[src/rtl/stq_adata_sched.sv]
// stq_adata_sched: arbitrates four store requesters onto the two stq_adata write ports and tracks written entries
// Ports: clk/rst (sync, active-high); req{0..3}_vld/_WQ/_adata in, req{0..3}_rdy out (combinational grant);
//        wrt{0,1}_en/_WQ/_adata registered write ports; free_en/free_WQ clear a written bit;
//        qry_WQ/qry_written bitmap lookup; occ registered popcount of the bitmap.
// Option: define STQ_ADATA_SCHED_RR_EN for round-robin priority; default is fixed priority req0 > req3.
module stq_adata_sched #(
  parameter int NREQ = 4,
  parameter int WQW  = 6,
  parameter int ADW  = 5
) (
  input  logic           clk,
  input  logic           rst,
  input  logic           req0_vld,
  input  logic [WQW-1:0] req0_WQ,
  input  logic [ADW-1:0] req0_adata,
  output logic           req0_rdy,
  input  logic           req1_vld,
  input  logic [WQW-1:0] req1_WQ,
  input  logic [ADW-1:0] req1_adata,
  output logic           req1_rdy,
  input  logic           req2_vld,
  input  logic [WQW-1:0] req2_WQ,
  input  logic [ADW-1:0] req2_adata,
  output logic           req2_rdy,
  input  logic           req3_vld,
  input  logic [WQW-1:0] req3_WQ,
  input  logic [ADW-1:0] req3_adata,
  output logic           req3_rdy,
  output logic           wrt0_en,
  output logic [WQW-1:0] wrt0_WQ,
  output logic [ADW-1:0] wrt0_adata,
  output logic           wrt1_en,
  output logic [WQW-1:0] wrt1_WQ,
  output logic [ADW-1:0] wrt1_adata,
  input  logic           free_en,
  input  logic [WQW-1:0] free_WQ,
  input  logic [WQW-1:0] qry_WQ,
  output logic           qry_written,
  output logic [WQW:0]   occ
);
  logic [NREQ-1:0]     w_vld;
  logic [WQW-1:0]      w_wq [NREQ];
  logic [ADW-1:0]      w_ad [NREQ];
  logic [1:0]          w_ptr, w_idx, w_s0, w_s1;
  logic                w_s0_v, w_s1_v;
  logic [NREQ-1:0]     w_gnt;
  logic [2**WQW-1:0]   r_bitmap, w_bm_nxt;
  logic                w_set0, w_set1, w_clr;
  assign w_vld = {req3_vld, req2_vld, req1_vld, req0_vld};
  assign w_wq[0] = req0_WQ;
  assign w_wq[1] = req1_WQ;
  assign w_wq[2] = req2_WQ;
  assign w_wq[3] = req3_WQ;
  assign w_ad[0] = req0_adata;
  assign w_ad[1] = req1_adata;
  assign w_ad[2] = req2_adata;
  assign w_ad[3] = req3_adata;
  // Walk requesters in priority order; slot 1 skips anyone colliding with slot 0's entry.
  always_comb begin
    w_s0_v = 1'b0;
    w_s1_v = 1'b0;
    w_s0   = '0;
    w_s1   = '0;
    w_idx  = '0;
    for (int i = 0; i < NREQ; i++) begin
      w_idx = w_ptr + 2'(i);
      if (w_vld[w_idx] && !w_s0_v) begin
        w_s0_v = 1'b1;
        w_s0   = w_idx;
      end else if (w_vld[w_idx] && !w_s1_v && w_wq[w_idx] != w_wq[w_s0]) begin
        w_s1_v = 1'b1;
        w_s1   = w_idx;
      end
    end
  end
  assign w_gnt = rst ? '0 : (NREQ'(w_s0_v) << w_s0) | (NREQ'(w_s1_v) << w_s1);
  assign {req3_rdy, req2_rdy, req1_rdy, req0_rdy} = w_gnt;
`ifdef STQ_ADATA_SCHED_RR_EN
  logic [1:0] r_ptr;
  always_ff @(posedge clk)
    if (rst) r_ptr <= '0;
    else if (w_s0_v) r_ptr <= (w_s1_v ? w_s1 : w_s0) + 2'd1;
  assign w_ptr = r_ptr;
`else
  assign w_ptr = 2'd0;
`endif
  always_ff @(posedge clk) begin
    if (rst) begin
      wrt0_en    <= 1'b0;
      wrt0_WQ    <= '0;
      wrt0_adata <= '0;
      wrt1_en    <= 1'b0;
      wrt1_WQ    <= '0;
      wrt1_adata <= '0;
    end else begin
      wrt0_en <= w_s0_v;
      wrt1_en <= w_s1_v;
      if (w_s0_v) begin
        wrt0_WQ    <= w_wq[w_s0];
        wrt0_adata <= w_ad[w_s0];
      end
      if (w_s1_v) begin
        wrt1_WQ    <= w_wq[w_s1];
        wrt1_adata <= w_ad[w_s1];
      end
    end
  end
  // Count only real bit transitions; a set on the freed entry overrides the free.
  assign w_set0 = wrt0_en && !r_bitmap[wrt0_WQ];
  assign w_set1 = wrt1_en && !r_bitmap[wrt1_WQ] && !(wrt0_en && wrt0_WQ == wrt1_WQ);
  assign w_clr  = free_en && r_bitmap[free_WQ] && !(wrt0_en && wrt0_WQ == free_WQ)
                  && !(wrt1_en && wrt1_WQ == free_WQ);
  always_comb begin
    w_bm_nxt = r_bitmap;
    if (free_en) w_bm_nxt[free_WQ] = 1'b0;
    if (wrt0_en) w_bm_nxt[wrt0_WQ] = 1'b1;
    if (wrt1_en) w_bm_nxt[wrt1_WQ] = 1'b1;
  end
  always_ff @(posedge clk) begin
    if (rst) begin
      r_bitmap <= '0;
      occ      <= '0;
    end else begin
      r_bitmap <= w_bm_nxt;
      occ      <= occ + (WQW+1)'(w_set0) + (WQW+1)'(w_set1) - (WQW+1)'(w_clr);
    end
  end
  assign qry_written = r_bitmap[qry_WQ];
endmodule

[config.mk]
export PLATFORM = sky130hd
export DESIGN_NAME = stq_adata_sched
export DESIGN_NICKNAME = d
export VERILOG_FILES = /design/src/rtl/stq_adata_sched.sv
export SDC_FILE = /design/constraint.sdc
export NUM_CORES = 1
export LEC_CHECK = 0
export ABC_AREA = 1
export ABC_CLOCK_PERIOD_IN_PS = 7100
export BUFFER_PORTS_ARGS = -buffer_cell sky130_fd_sc_hd__buf_2
export CAP_MARGIN = 20
export CORE_MARGIN = 4
export CORE_UTILIZATION = 55
export CTS_CLUSTER_SIZE = 12
export DETAILED_ROUTE_END_ITERATION = 10
export GPL_TIMING_DRIVEN = 0
export PLACE_DENSITY_LB_ADDON = 0.12
export SLEW_MARGIN = 20
export SYNTH_ARGS = -nofsm -noshare
export SYNTH_HDL_FRONTEND = slang
export SYNTH_SLANG_ARGS = --single-unit
[constraint.sdc]
create_clock -name clk -period 7.1 [get_ports clk]
set_input_delay 0 -clock clk [delete_from_list [all_inputs] [get_ports clk]]
set_output_delay 0 -clock clk [all_outputs]
set_load 0.005 [all_outputs]
=== Word-level counts from Yosys, hierarchy flattened ===
Cells that the tools add are included.

* Mux-type cells: 55
* Add/sub/neg operators: 3
* Reductions and logical operators: 30
* Bitwise logic cells: 9
* Equality and inequality tests: 6
* Shift-type cells: 2
* Magnitude comparators: 11

{| class="wikitable"
|+ Operators with widths
! cell !! count
|-
| 64-bit 2-to-1 mux || 3
|-
| 64-bit OR || 2
|-
| 64-bit bitwise AND || 1
|-
| 64-bit NOT || 1
|-
| 6-bit binary-select mux with 2-bit select || 4
|-
| 6-bit 2-to-1 mux || 8
|-
| 6-bit by 7-bit < comparator with 1-bit output (second input constant) || 4
|-
| 1-bit binary-select mux with 6-bit select || 4
|-
| 5-bit binary-select mux with 2-bit select || 2
|-
| 1-bit logical AND || 20
|-
| 5-bit 2-to-1 mux || 4
|-
| 1-bit 2-to-1 mux || 19
|-
| 1-bit demux with 6-bit select || 3
|-
| 6-bit equality test || 3
|-
| 6-bit by 1-bit greater-or-equal comparator with 1-bit output (second input constant) || 3
|-
| 6-bit inequality test || 3
|-
| 7-bit by 1-bit adder with 7-bit output || 2
|-
| 2-bit 2-to-1 mux || 7
|-
| 3-bit greater-or-equal comparator (second input constant) || 4
|-
| 1-bit logical NOT || 10
|-
| 2-bit NOT with 3-bit output || 3
|-
| 1-bit by 2-bit << shifter with 4-bit output || 2
|-
| 7-bit by 1-bit subtractor with 7-bit output || 1
|-
| 4-bit 2-to-1 mux || 1
|-
| 2 further kinds || 2
|}

* Word-level logic and storage cells: 124
* Output and inout bits: 36
* Flip-flop bits (word level): 95
* Input bits: 63

=== Longest topological paths before layout ===
* Word-level depth: 21
* Mapped depth: 23
* Gate-level depth less buffers: 23

=== Least setup slack after synthesis ===
No wires, ideal clock.

* Path type: reg-to-reg
* Start point: register wrt0_WQ[4]
* End point: register occ[6]
* Required time: 6.980 ns
* Data arrival time: 3.312 ns
* Setup time: 0.120 ns
* Cell stages (with the launch flop): 21
* Setup slack: 3.668 ns
* Path buffers: 1
* Clock period less this slack: 3.432 ns
* Path through: dfxtp_1 clkbuf_1 clkinv_1 nor3_1 o41ai_1 nand2_1 nor2_1 nand4_1 ha_1 inv_1 fa_1 inv_1 fa_1 o31ai_1 nand2_1 inv_1 nor2_1 nor2_1 nor2_1 o21ai_0 a21oi_1

* Cells in the longest elaborated chain, start to end: 7
* Elaborated cells on any way between the ends: 16
* Those cells by class: 3 x add/sub; 2 x eq/ne; 2 x mux; 9 x reduce/logical

{| class="wikitable"
|+ RTL lines
! element !! line !! text
|-
| from (decl) || 30 || <nowiki>output logic [WQW-1:0] wrt0_WQ,</nowiki>
|-
| from (signal assigned) || 99 || <nowiki>wrt0_WQ <= w_wq[w_s0];</nowiki>
|-
| 1-bit binary-select mux with 6-bit select || 109 || <nowiki>assign w_set0 = wrt0_en && !r_bitmap[wrt0_WQ];</nowiki>
|-
| 1-bit 2-to-1 mux (not written as such) || 109 ||
|-
| 1-bit logical NOT || 109 ||
|-
| 1-bit logical AND || 109 ||
|-
| 7-bit by 1-bit adder with 7-bit output (2 in a row) || 125 || <nowiki>occ <= occ + (WQW+1)'(w_set0) + (WQW+1)'(w_set1) - (WQW+1)'(w_clr);</nowiki>
|-
| 7-bit by 1-bit subtractor with 7-bit output * || 125 ||
|-
| to (signal assigned) || 125 ||
|-
| to (decl) || 39 || <nowiki>output logic [WQW:0] occ</nowiki>
|}

Mark *: on every way between the ends. The rest lies on a longest branch, timed or not. The select of a mux whose other input is x is not followed.
A chain may end at the register's enable or synchronous reset.

=== Worst setup path after layout ===
Ends and elaborated chain as after synthesis.

==> results.toml <==
[worst_setup_path]
slowest_stage = "nor3_1"
critPathMostFrequentCell = "nor2_1"
r2r_cells = 20
arrival_ns = 4.99
critical_path_required_ns = 7.35
critPathMaxStageDelay_ns = 0.98
crit_path_end_kind = "flop"
rrSetupSlack_ns = 2.36
crit_chain = "clkbuf_1 -> clkinv_1 -> nor3_1 -> o41ai_1 -> nand2_1 -> nor2_1 -> nand4_1 -> ha_1 -> inv_1 -> fa_1 -> inv_1 -> fa_1 -> o31ai_1 -> nand2_1 -> inv_1 -> nor2_1 -> nor2_1 -> nor2_1 -> o21ai_0 -> a21oi_1"
cp_max_fo = 9
r2r_start = "wrt0_WQ[4]$_SDFFE_PP0N_"
start_kind = "flop"
timing.rr.end = "occ[6]$_SDFF_PP0_"
crit_type = "reg2reg"

[sta]
fin_ws_ns = 2.36
timing.final.crit_share_pct = 66.7
rsz0062_at_grt = "false"
finClkSkew_ns = 0.00813
fmax_ghz = 0.211
slew_headroom_pct = 22.1
tightest_slew_ns = 1.16
setup_tns_ns = 0
hold_slack_ns = 0.0122
finalSetupViolations = 0
hold_viol = 0
drv_slew = 0
layout_min_cycle_time_ns = 4.74

[yosys]
synth_edf_count = 0
synthArstFlopShare_pct = 0
ys_warn_count = 0
synthTopCellsByArea = "dfxtp_1 26%, nand2_1 13%, o21ai_0 11%, inv_1 7.8%, nand3_1 6.0%"
avgSynthCellArea_um2 = 6.03
synth_flop_cell = "dfxtp_1"
synth-seq-cells = 95
post-synth-top-area-fraction_pct = 25.6
synthesis.area_mm2 = 0.00744
yosysSeqAreaShare_pct = 25.6
syn_inst = 1234
synthesis.nets = 1305
ys_types = 35
yosysTopAreaCell = "dfxtp_1"

[global_routing]
grt_usage_pct = 43.4
use_met3_pct = 12.3
grt_pass1_wl_um = 53500
antenna_found_initial = 0
global_route.usage.met1_pct = 51.2
grt_max_degree = 19
gr-total-overflow = 0
first_global_vias = 9725
grt.busiest_layer = "met2"
met2_usage_pct = 67.7

[placement]
dp_hpwl_um = 26500
placed_cell_area_mm2 = 0.00816
gp_congestion = 1.10
pre_cts_slack_ns = 2.53
port-buffer-count = 93

[final_layout]
final_nets = 1413
area_growth_pct = 14.3
postLayoutCoreUtil_pct = 64.2
drive_gt1_share_pct = 10.8
final_common_cell = "nand2_1"
layout.cells.most_common_list = "266 x nand2_1, 161 x o21ai_0, 155 x inv_1"
final_area_mm2 = 0.00851
diodes = 0
n_fill_cell = 1290

[clock_network]
h-tree-depth = 3
cts_tree = "done"
cts.sinks = 95
post_cts_buffers = 0
cts_inserted_buffers = 9
cts.path.max_buffers = 2
clockRootBuffer = "clkbuf_16"
clk_pin_slew_worst_paths_ns = 0.08
clock_latency_ns = 0.36

[die]
io_pins = 99
initial_utilization_pct = 56.2
rows = 42
die_x_um = 124
core_mm2 = 0.0132
die_h_um = 124
die-area_mm2 = 0.0155

[worst_hold_path]
hold_path_end = "wrt1_adata[3]$_SDFFE_PP0N_"
hold_path.class = "in2reg"
hold_path_depth = 5
hold_start = "req2_adata[3]"

[status]
status = "finished clean"

[pwr]
irDropWorstVdd_mv = 0.227
p_per_area_mw_per_mm2 = 193
p_leak_nw = 3.34

[detailed_routing]
wirelength_um = 35100
drc = 0
ant_nets = 0
drt_iter0_drc = 1820
vias_per_cell = 6.84
drtPass1Iterations = 8
num_vias = 10418
wire_per_inst_um = 23.1

[run]
maxCapViolCount = 0
## state kept, by name (all words and copies together), names as in the netlist
name and flops:
wrt0_adata 5, wrt1_WQ 6, wrt0_WQ 6, occ 7, r_bitmap 64, wrt0_en 1, wrt1_en 1, wrt1_adata 5
## Yosys cell counts (13+ instances only)
cell type  number
nor2_1         63
a31oi_1        56
o41ai_1        13
o21ai_0       161
inv_1         155
dfxtp_1        95
nand3_1        89
clkbuf_1       34
a22oi_1        19
nand2_1       266
nor3_1         32
o22ai_1        60
a21oi_1        88
## kinds of logic (layout without fill, tap and decap cells)
group	count (synthesis)	after routing	share of synthesized area (%)
xor+xnor	2	2	0.235
flops	95	95	25.6
simple gates	469	469	26.4
buf+inv	222	335	11.7
compound gates	438	438	34.6
fa+ha+maj	8	8	1.55
## what timing repair did
item | 4_1_cts | 5_1_grt
endpoints found under the hold margin | 3 | 0
hold buffers | 3 | 0
resized for setup | 0 | 0
## metrics by stage
stage	std cells	power, mW
floorplan	1234	0.939
global placement	1503	1.12
detailed placement	1504	1.13
CTS	1523	1.61
global route	1523	1.72
finish	1523	1.64
## cell type report
cell class / count / area, um2 / share of cell area [%]
clock inverter: 6 / 63.8 / 0.750
sequential: 95 / 1900 / 22.4
timing repair buffer: 97 / 500 / 5.88
clock buffer: 10 / 229 / 2.69
tap: 176 / 220 / 2.59
inverter: 171 / 642 / 7.54
buffer: 51 / 231 / 2.72
multi-input combinational: 917 / 4720 / 55.5
## worst max-delay path by stage
stage,endpoint,cells past startpoint,from,slack (ns)
floorplan,occ[6]$_SDFF_PP0_,20,wrt0_WQ[4]$_SDFFE_PP0N_,3.67
global route,occ[6]$_SDFF_PP0_,20,wrt0_WQ[4]$_SDFFE_PP0N_,2.05
global placement,occ[6]$_SDFF_PP0_,22,wrt0_WQ[2]$_SDFFE_PP0N_,2.48
CTS,occ[6]$_SDFF_PP0_,22,wrt0_WQ[2]$_SDFFE_PP0N_,2.47
finish,occ[6]$_SDFF_PP0_,20,wrt0_WQ[4]$_SDFFE_PP0N_,2.36
detailed placement,occ[6]$_SDFF_PP0_,22,wrt0_WQ[2]$_SDFFE_PP0N_,2.53
## per-layer routing
metal | wire (um) | vias up | part of all wire, %
met5 | 0 | - | 0
met4 | 3120 | 0 | 8.9
met3 | 4990 | 268 | 14
met2 | 15000 | 985 | 43
met1 | 12000 | 4602 | 34
li1 | - | 4563 | -
## report_power, final
| group | switching [mW] | internal (mW) |
|---|---|---|
| Combinational | 0.380 | 0.169 |
| Clock | 0.240 | 0.248 |
| Sequential | 0.0334 | 0.572 |
| Total | 0.654 | 0.989 |
## critical path: cells and delay by family, from the launching register on
family | cells | cell delay [ns]
AOI/OAI and AO/OA | 4 | 0.71
adders and majority gates | 3 | 0.85
buffers and inverters | 5 | 1.02
DFF | 1 | 0.34
and+or+nand+nor | 8 | 1.66
(Power assumes the default switching activity.)
